===== src/rtl/fpu_norm_pkg.sv =====
// Shared definitions for the FPU normalisation slice: FSM state encoding and
// the shift-count width helper.
package fpu_norm_pkg;

    typedef enum logic [1:0] {
        IDLE  = 2'd0,
        COUNT = 2'd1,
        SHIFT = 2'd2,
        DONE  = 2'd3
    } norm_state_e;

    function automatic int cw_of(input int sw);
        return $clog2(sw + 1);
    endfunction

    localparam int SW_DEFAULT = 26;
    localparam int CW_DEFAULT = cw_of(SW_DEFAULT);

endpackage


===== src/rtl/lzc_normalizer_if.sv =====
// Operand/result bundle between the add/subtract stage (master) and the
// leading-zero normaliser (slave).
interface lzc_normalizer_if #(parameter int SW = 26);
    import fpu_norm_pkg::*;
    localparam int CW = cw_of(SW);

    logic          Start_i;
    logic [SW-1:0] Data_Result_i;
    logic          FSM_C_i;
    logic          Add_Sub_i;
    logic [SW-1:0] Norm_Data_o;
    logic [CW-1:0] Shift_Count_o;
    logic          Right_Shift_o;
    logic          Zero_Flag_o;
    logic          Busy_o;
    logic          Ready_o;

    modport master (
        output Start_i, Data_Result_i, FSM_C_i, Add_Sub_i,
        input  Norm_Data_o, Shift_Count_o, Right_Shift_o, Zero_Flag_o, Busy_o, Ready_o
    );

    modport slave (
        input  Start_i, Data_Result_i, FSM_C_i, Add_Sub_i,
        output Norm_Data_o, Shift_Count_o, Right_Shift_o, Zero_Flag_o, Busy_o, Ready_o
    );

endinterface


===== src/rtl/lzc_priority_encoder.sv =====
// Combinational leading-zero counter: returns SW for an all-zero operand,
// otherwise SW-1 minus the index of the most significant set bit.
module lzc_priority_encoder
    import fpu_norm_pkg::*;
#(
    parameter  int SW = 26,
    localparam int CW = cw_of(SW)
) (
    input  logic [SW-1:0] data,
    output logic [CW-1:0] count
);

    // Later (higher) set bits overwrite earlier ones, so the MSB wins.
    always_comb begin
        count = CW'(SW);
        for (int i = 0; i < SW; i++) begin
            if (data[i]) count = CW'(SW - 1 - i);
        end
    end

endmodule


===== src/rtl/lzc_normalizer.sv =====
// Multi-cycle mantissa normaliser: count leading zeros, then shift left by a
// binary-weighted stage per cycle. Optional carry right-shift: NORM_CARRY_EN.
module lzc_normalizer
    import fpu_norm_pkg::*;
#(
    parameter int SW = 26
) (
    input logic              clk,
    input logic              rst,
    lzc_normalizer_if.slave  bus
);

    localparam int CW = cw_of(SW);

    norm_state_e   state_q, state_d;
    logic [SW-1:0] data_q;
    logic [CW-1:0] cnt_q;
    logic [CW-1:0] stage_q;
    logic          zero_q;
    logic          rs_q;
    logic [CW-1:0] lzc_cnt;
    logic [CW-1:0] step;
    logic          carry_take;

`ifdef NORM_CARRY_EN
    assign carry_take = bus.FSM_C_i & ~bus.Add_Sub_i;
`else
    logic unused_carry;
    assign unused_carry = bus.FSM_C_i ^ bus.Add_Sub_i;
    assign carry_take   = 1'b0;
`endif

    lzc_priority_encoder #(.SW(SW)) u_lzc (
        .data  (data_q),
        .count (lzc_cnt)
    );

    assign step = CW'(1) << stage_q;

    always_ff @(posedge clk or negedge rst) begin
        if (!rst) state_q <= IDLE;
        else      state_q <= state_d;
    end

    always_comb begin
        state_d = state_q;
        case (state_q)
            IDLE:    if (bus.Start_i) state_d = carry_take ? DONE : COUNT;
            COUNT:   state_d = (lzc_cnt == CW'(SW)) ? DONE : SHIFT;
            SHIFT:   if (stage_q == '0) state_d = DONE;
            DONE:    state_d = IDLE;
            default: state_d = IDLE;
        endcase
    end

    always_ff @(posedge clk or negedge rst) begin
        if (!rst) begin
            data_q  <= '0;
            cnt_q   <= '0;
            stage_q <= '0;
            zero_q  <= 1'b0;
            rs_q    <= 1'b0;
        end else begin
            case (state_q)
                IDLE: begin
                    if (bus.Start_i) begin
                        zero_q <= 1'b0;
                        rs_q   <= carry_take;
                        if (carry_take) begin
                            data_q <= {1'b1, bus.Data_Result_i[SW-1:1]};
                            cnt_q  <= '0;
                        end else begin
                            data_q <= bus.Data_Result_i;
                        end
                    end
                end
                COUNT: begin
                    // An all-zero operand is already its own normalised form.
                    cnt_q   <= lzc_cnt;
                    stage_q <= CW'(CW - 1);
                    zero_q  <= (lzc_cnt == CW'(SW));
                end
                SHIFT: begin
                    if (cnt_q[stage_q]) data_q <= data_q << step;
                    stage_q <= stage_q - CW'(1);
                end
                default: ;
            endcase
        end
    end

    assign bus.Norm_Data_o   = data_q;
    assign bus.Shift_Count_o = cnt_q;
    assign bus.Zero_Flag_o   = zero_q;
    assign bus.Right_Shift_o = rs_q;
    assign bus.Busy_o        = (state_q != IDLE);
    assign bus.Ready_o       = (state_q == DONE);

endmodule


===== src/flat_wrapper.sv =====
// flat-port wrapper written by rule: the top's interface ports become plain ports
module lzc_normalizer_flat import fpu_norm_pkg::*;
#(
    parameter int SW = 26
)
  (clk, rst, bus_Start_i, bus_Data_Result_i, bus_FSM_C_i, bus_Add_Sub_i, bus_Norm_Data_o, bus_Shift_Count_o, bus_Right_Shift_o, bus_Zero_Flag_o, bus_Busy_o, bus_Ready_o);
  lzc_normalizer_if #(.SW(SW)) bus_i ();
  input logic clk;
  input logic rst;
  input wire logic [$bits(bus_i.Start_i)-1:0] bus_Start_i;
  input wire logic [$bits(bus_i.Data_Result_i)-1:0] bus_Data_Result_i;
  input wire logic [$bits(bus_i.FSM_C_i)-1:0] bus_FSM_C_i;
  input wire logic [$bits(bus_i.Add_Sub_i)-1:0] bus_Add_Sub_i;
  output wire logic [$bits(bus_i.Norm_Data_o)-1:0] bus_Norm_Data_o;
  output wire logic [$bits(bus_i.Shift_Count_o)-1:0] bus_Shift_Count_o;
  output wire logic [$bits(bus_i.Right_Shift_o)-1:0] bus_Right_Shift_o;
  output wire logic [$bits(bus_i.Zero_Flag_o)-1:0] bus_Zero_Flag_o;
  output wire logic [$bits(bus_i.Busy_o)-1:0] bus_Busy_o;
  output wire logic [$bits(bus_i.Ready_o)-1:0] bus_Ready_o;
  assign bus_i.Start_i = bus_Start_i;
  assign bus_i.Data_Result_i = bus_Data_Result_i;
  assign bus_i.FSM_C_i = bus_FSM_C_i;
  assign bus_i.Add_Sub_i = bus_Add_Sub_i;
  assign bus_Norm_Data_o = bus_i.Norm_Data_o;
  assign bus_Shift_Count_o = bus_i.Shift_Count_o;
  assign bus_Right_Shift_o = bus_i.Right_Shift_o;
  assign bus_Zero_Flag_o = bus_i.Zero_Flag_o;
  assign bus_Busy_o = bus_i.Busy_o;
  assign bus_Ready_o = bus_i.Ready_o;
  lzc_normalizer #(.SW(SW)) u_core (.clk(clk), .rst(rst), .bus(bus_i));
endmodule

===== config.mk =====
export PLATFORM = sky130hd
export DESIGN_NAME = lzc_normalizer_flat
export DESIGN_NICKNAME = d
export VERILOG_FILES = /design/src/rtl/fpu_norm_pkg.sv /design/src/rtl/lzc_normalizer_if.sv /design/src/rtl/lzc_priority_encoder.sv /design/src/rtl/lzc_normalizer.sv /design/src/flat_wrapper.sv
export SDC_FILE = /design/constraint.sdc
export NUM_CORES = 1
export LEC_CHECK = 0
export CORE_MARGIN = 2
export CORE_UTILIZATION = 52
export DETAILED_ROUTE_END_ITERATION = 8
export GPL_ROUTABILITY_DRIVEN = 0
export GPL_TIMING_DRIVEN = 0
export PLACE_DENSITY = 0.82
export SYNTH_ARGS = -nofsm -noshare
export SYNTH_HDL_FRONTEND = slang
export SYNTH_HIERARCHICAL = 1
export SYNTH_SLANG_ARGS = --single-unit

===== constraint.sdc =====
create_clock -name clk -period 2.7 [get_ports clk]
set_input_delay 0.405 -clock clk [delete_from_list [all_inputs] [get_ports clk]]
set_output_delay 0.405 -clock clk [all_outputs]
set_load 0.05 [all_outputs]

### Word level (Yosys, flattened, before mapping)

Index checks and enable logic that the tools add are counted.

* shift-type cells: 2
* add/subtract/negate cells: 1
* $lt $le $gt $ge: 1
* multiplexer cells: 38
* reductions and logical operators: 9
* eq/ne operators: 7

Operators by type and width (number)
* $mux 5: 25
* $mux 26: 2
* $pmux 26 s2: 1
* $shl 26x5->26: 1
* $pmux 5 s2: 1
* $pmux 2 s4: 1
* $reduce_bool 2->1: 4
* $mux 2: 3
* $eq 5x5->1 const B: 1
* $logic_not 5->1: 1
* $lt 5x4->1 const B: 1
* $shl 1x5->5 const A: 1
* $sub 5x1->5 const B: 1
* $eq 2x2->1 const B: 2
* $ne 2x1->1 const B: 2
* $reduce_and 2->1: 2
* $bmux 1 s3: 1
* $mux 1: 3
* $reduce_and 3->1: 1
* $eq 2x1->1 const B: 1
* $logic_not 2->1: 1
* $ne 2x2->1 const B: 1
* $pmux 1 s2: 1

* register bits after elaboration: 39
* output and inout port bits: 35
* logic and storage cells: 63

### Longest topological paths before layout

* depth in word-level cells: 29
* mapped depth: 9

### Modules after synthesis

The synthesis kept the hierarchy.

Modules (own cells, without submodules)
* lzc_normalizer: area each 2796.4 sq um, cells each 287, times used 1, seq. area each 975.9 sq um
* lzc_priority_encoder: area each 279.0 sq um, cells each 50, times used 1, seq. area each 0.0 sq um

### Worst setup path after synthesis

OpenSTA, ideal clock, no wires.

* path kind: register to register
* start: register u_core.data_q[4] (netlist: u_core/bus.Norm_Data_o[4])
* end: register u_core.state_q[0]
* required time: 2562 ps
* setup time: 138 ps
* cell stages (with the launch flop): 10
* setup slack: 385 ps
* arrival: 2177 ps
* cell sequence: dfrtp_1 nor2_1 a221o_1 a221oi_2 o21ai_1 a21oi_2 nand4b_1 nor3b_1 a2111oi_0 a21oi_1

* cells in the longest elaborated chain, start to end: 25

RTL lines
* start: declaration: RTL line lzc_normalizer.sv:16 `logic [SW-1:0] data_q;`
* start signal: assignment: RTL line lzc_normalizer.sv:70 `data_q <= {1'b1, bus.Data_Result_i[SW-1:1]};`
* start signal: assignment: RTL line lzc_normalizer.sv:73 `data_q <= bus.Data_Result_i;`
* start signal: assignment: RTL line lzc_normalizer.sv:84 `if (cnt_q[stage_q]) data_q <= data_q << step;`
* $mux 5 (22 in series): RTL line lzc_priority_encoder.sv:17 `if (data[i]) count = CW'(SW - 1 - i);`
* net u_core.lzc_cnt[0]: RTL line lzc_normalizer.sv:21 `logic [CW-1:0] lzc_cnt;`
* $eq 5x5->1: RTL line lzc_normalizer.sv:49 `COUNT: state_d = (lzc_cnt == CW'(SW)) ? DONE : SHIFT;`
* $mux 1: RTL line lzc_normalizer.sv:49
* $pmux 2 s4: RTL line lzc_normalizer.sv:47 `case (state_q)`
* end signal: assignment: RTL line lzc_normalizer.sv:42 `else state_q <= state_d;`
* end: declaration: RTL line lzc_normalizer.sv:15 `norm_state_e state_q, state_d;`

The timed path passes the listed nets, and every way through them passes these cells.
A chain may end at the register's enable or synchronous reset.

### Worst setup path in the final report

* start: register u_core.stage_q[1]
* end: register u_core.data_q[13] (netlist: u_core/bus.Norm_Data_o[13])

* cells in the longest elaborated chain, start to end: 4
* elaborated cells on any way between the ends: 8

RTL lines
* start: declaration: RTL line lzc_normalizer.sv:18 `logic [CW-1:0] stage_q;`
* start signal: assignment: RTL line lzc_normalizer.sv:80 `stage_q <= CW'(CW - 1);`
* start signal: assignment: RTL line lzc_normalizer.sv:85 `stage_q <= stage_q - CW'(1);`
* $shl 1x5->5 or $bmux 1 s3 (tied branches): RTL line lzc_normalizer.sv:38, lzc_normalizer.sv:84
* $shl 26x5->26 or $mux 1 (tied branches): RTL line lzc_normalizer.sv:84
* $mux 26 or $ne 2x1->1 (tied branches)
* $pmux 26 s2 or $reduce_and 3->1 (tied branches)

Several ways; a longest one is shown, not always the timed one. The select of a mux whose other input is x is not followed.

==> flow_summary.toml <==
[yosys]
synthTopCellsByArea = "dfrtp_1 32%, mux4_2 10%, a22o_1 4.6%"
post_synth_num_cell_types = 57
synth_fa_ha_area_frac = 0.02441
syn_nets = 374
synth_compound_area_frac = 0.2669
yosys.area_share.simple = 0.1574
netlist_area_um2 = 3075
synth.cells.most_frequent = "39 x dfrtp_1, 29 x nand2_1, 29 x nor2_1"
synth-seq-cells = 39
yosys_warnings = 6
synth_edf_count = 0
ys_seq_area_frac = 0.3173
yosysTopAreaCellShare = 0.3173
synthMuxAreaShare = 0.1749
synth.most_common_cell = "dfrtp_1"
yosysTopAreaCell = "dfrtp_1"
synth_top_family_by_area = "compound AO/OA/AOI/OAI gates"
postSynthCellCount = 337
synth_xor_area_frac = 0
synthFlopType = "dfrtp_1"
ys_async_sr_fraction = 1.000
avgSynthCellArea_um2 = 9.126

[global_route]
gr-total-overflow = 0
grt_pass1_wl_um = 15790
grt.total_usage = 0.3169
grt_max_degree = 40
grt_pass1_vias = 3070
antenna_found_initial = 0

[status]
status = "complete, no violations"

[timing]
min_period_over_period = 0.9740
period_minus_slack_ns = 2.630
clock_skew_ns = 0.005707
worst_pin_slew_ns = 0.8766
hold_viol = 0
slew_violations = 0
hold_ws_ns = 0.2236
rsz0062_at_grt = "no"
slew_headroom = 0.4156
finalSetupTns_ns = 0
fmax_mhz = 380.3
finalSetupViolations = 0

[clock_network]
clock_latency_ns = 0.29
cts.clk_slew.worst_paths_ns = 0.08
cts-buffers-inserted = 5
cts_tree = "yes"
cts_sinks = 39
cts_root_buf = "clkbuf_8"
cts_hold_buffers = 0
htreeDepth = 2
cts_buffer_depth = 2

[min_path]
hold_class = "in -> async"

[detailed_routing]
postRouteWirelength_um = 10080
wl_per_cell_um = 20.78
antenna_left = 0
vias_per_cell = 6.870
first_iter_violations = 676
drt_pass1_iterations = 6
vias = 3332
drc = 0

[floorplanning]
num_rows = 28
start_util = 0.5288
die_y_um = 80.91
die_area_um2 = 6546
core_area_um2 = 5816
ioPinCount = 66
die_w_um = 80.91

[worst_setup_path]
end_kind = "flop"
cp.arrival_ns = 2.81
crit_fanout = 10
start_kind = "flop"
cp.required_ns = 2.88
r2r_slack_ns = 0.07
critPathKind = "reg -> reg"

[final_layout]
num-fill-cells = 508
syn2layout_area_growth_pct = 26.48
layout.nets = 446
drive_gt1_frac = 0.1293
n_antenna_cell = 0

[placement]
place_hpwl_um = 6830
portBuffers = 62

[flow_run]
drv_cap = 0
[cell type report]
cell class                 count  area (µm²)  area share
multi-input combinational    255        1922      0.4940
sequential                    39       975.9      0.2509
timing repair buffer          65       638.1      0.1640
buffer                        24       107.6     0.02766
tap                           75       93.84     0.02412
clock buffer                   7       76.32     0.01962
inverter                      19       71.32     0.01833
clock inverter                 1       5.005    0.001287
[cells in the final DEF, fill, tap and decap left out, types with 3 or more instances in the layout]
master / netlist / routed
a211oi_1: 3 / 3
nor4_1: 7 / 7
mux4_2: 14 / 14
clkbuf_8: 0 / 5
o2bb2ai_1: 4 / 4
dfrtp_1: 39 / 39
nor2b_1: 4 / 4
mux2_2: 10 / 10
o221ai_1: 3 / 3
inv_1: 18 / 18
o21ai_0: 27 / 27
buf_4: 1 / 4
or3_1: 4 / 4
clkbuf_1: 13 / 14
a21oi_1: 14 / 14
o31ai_1: 4 / 4
and2_1: 3 / 3
a31oi_1: 7 / 7
nor3b_1: 4 / 4
nor3_1: 5 / 5
a21boi_0: 3 / 3
a211o_1: 3 / 3
ha_1: 6 / 6
a311oi_1: 3 / 3
a22o_1: 16 / 16
nor2_1: 29 / 29
clkdlybuf4s50_1: 0 / 61
buf_2: 10 / 11
nand3_1: 8 / 8
nand2_1: 29 / 29
mux2i_1: 11 / 11
[metrics by stage]
stage | instances | utilization | setup WS [ns] | instance area (µm²)
floorplan | 337 | - | 0.3848 | 3075
global placement | 474 | 0.6517 | 0.2686 | 3790
detailed placement | 474 | 0.6508 | 0.1597 | 3785
CTS | 482 | 0.6648 | 0.1222 | 3866
global route | 485 | 0.6689 | 0.01934 | 3890
finish | 485 | 0.6689 | 0.07020 | 3890
[cells by family after synthesis]
kind of cell / after synthesis
and+or+nand+nor: 101
muxes: 35
AOI/OAI and AO/OA: 112
buffers and inverters: 43
other: 1
DFF: 39
adders and majority gates: 6
[registers in the layout, indices dropped and copies added (netlist names)]
register,cells
u_core/bus.Norm_Data_o,26
u_core/bus.Shift_Count_o,5
u_core/bus.Zero_Flag_o,1
u_core/stage_q,5
u_core/state_q,2
[layer usage]
metal,up-vias,global-route usage,wire length [µm]
met1,1556,0.4026,3791
li1,1430,-,-
met4,0,0.1407,403
met3,56,0.1056,1390
met5,-,0,0
met2,290,0.4926,4494
[path summary, 6_finish.rpt]
kind | start | endpoint | cells after the start
setup / recovery | u_core/stage_q[1] | u_core/bus.Norm_Data_o[13] | 7
max in group asynchronous | rst | u_core/bus.Norm_Data_o[23] | 1
hold reg to reg | u_core/bus.Zero_Flag_o | u_core/bus.Zero_Flag_o | 1
min in group clk | u_core/bus.Zero_Flag_o | u_core/bus.Zero_Flag_o | 1
hold / removal | rst | u_core/bus.Norm_Data_o[6] | 1
setup reg to reg | u_core/stage_q[1] | u_core/bus.Norm_Data_o[13] | 7
[critical path, cell delays in order, from the launching register on]
cell and delay (ns):
dfrtp_1 0.38, buf_2 0.20, nor3_1 0.72, nand2_1 0.33
nand2_1 0.22, o21ai_2 0.15, buf_2 0.25, a22o_1 0.26
[repair_timing]
item	in CTS	in global routing
setup buffers	0	3
setup endpoints to repair	0	19
endpoints found under the hold margin	0	0
resized for setup	0	2
Power is left out: the tool's default activity adds up to more than one toggle a clock period on the data nets, which glitch-free logic cannot reach.
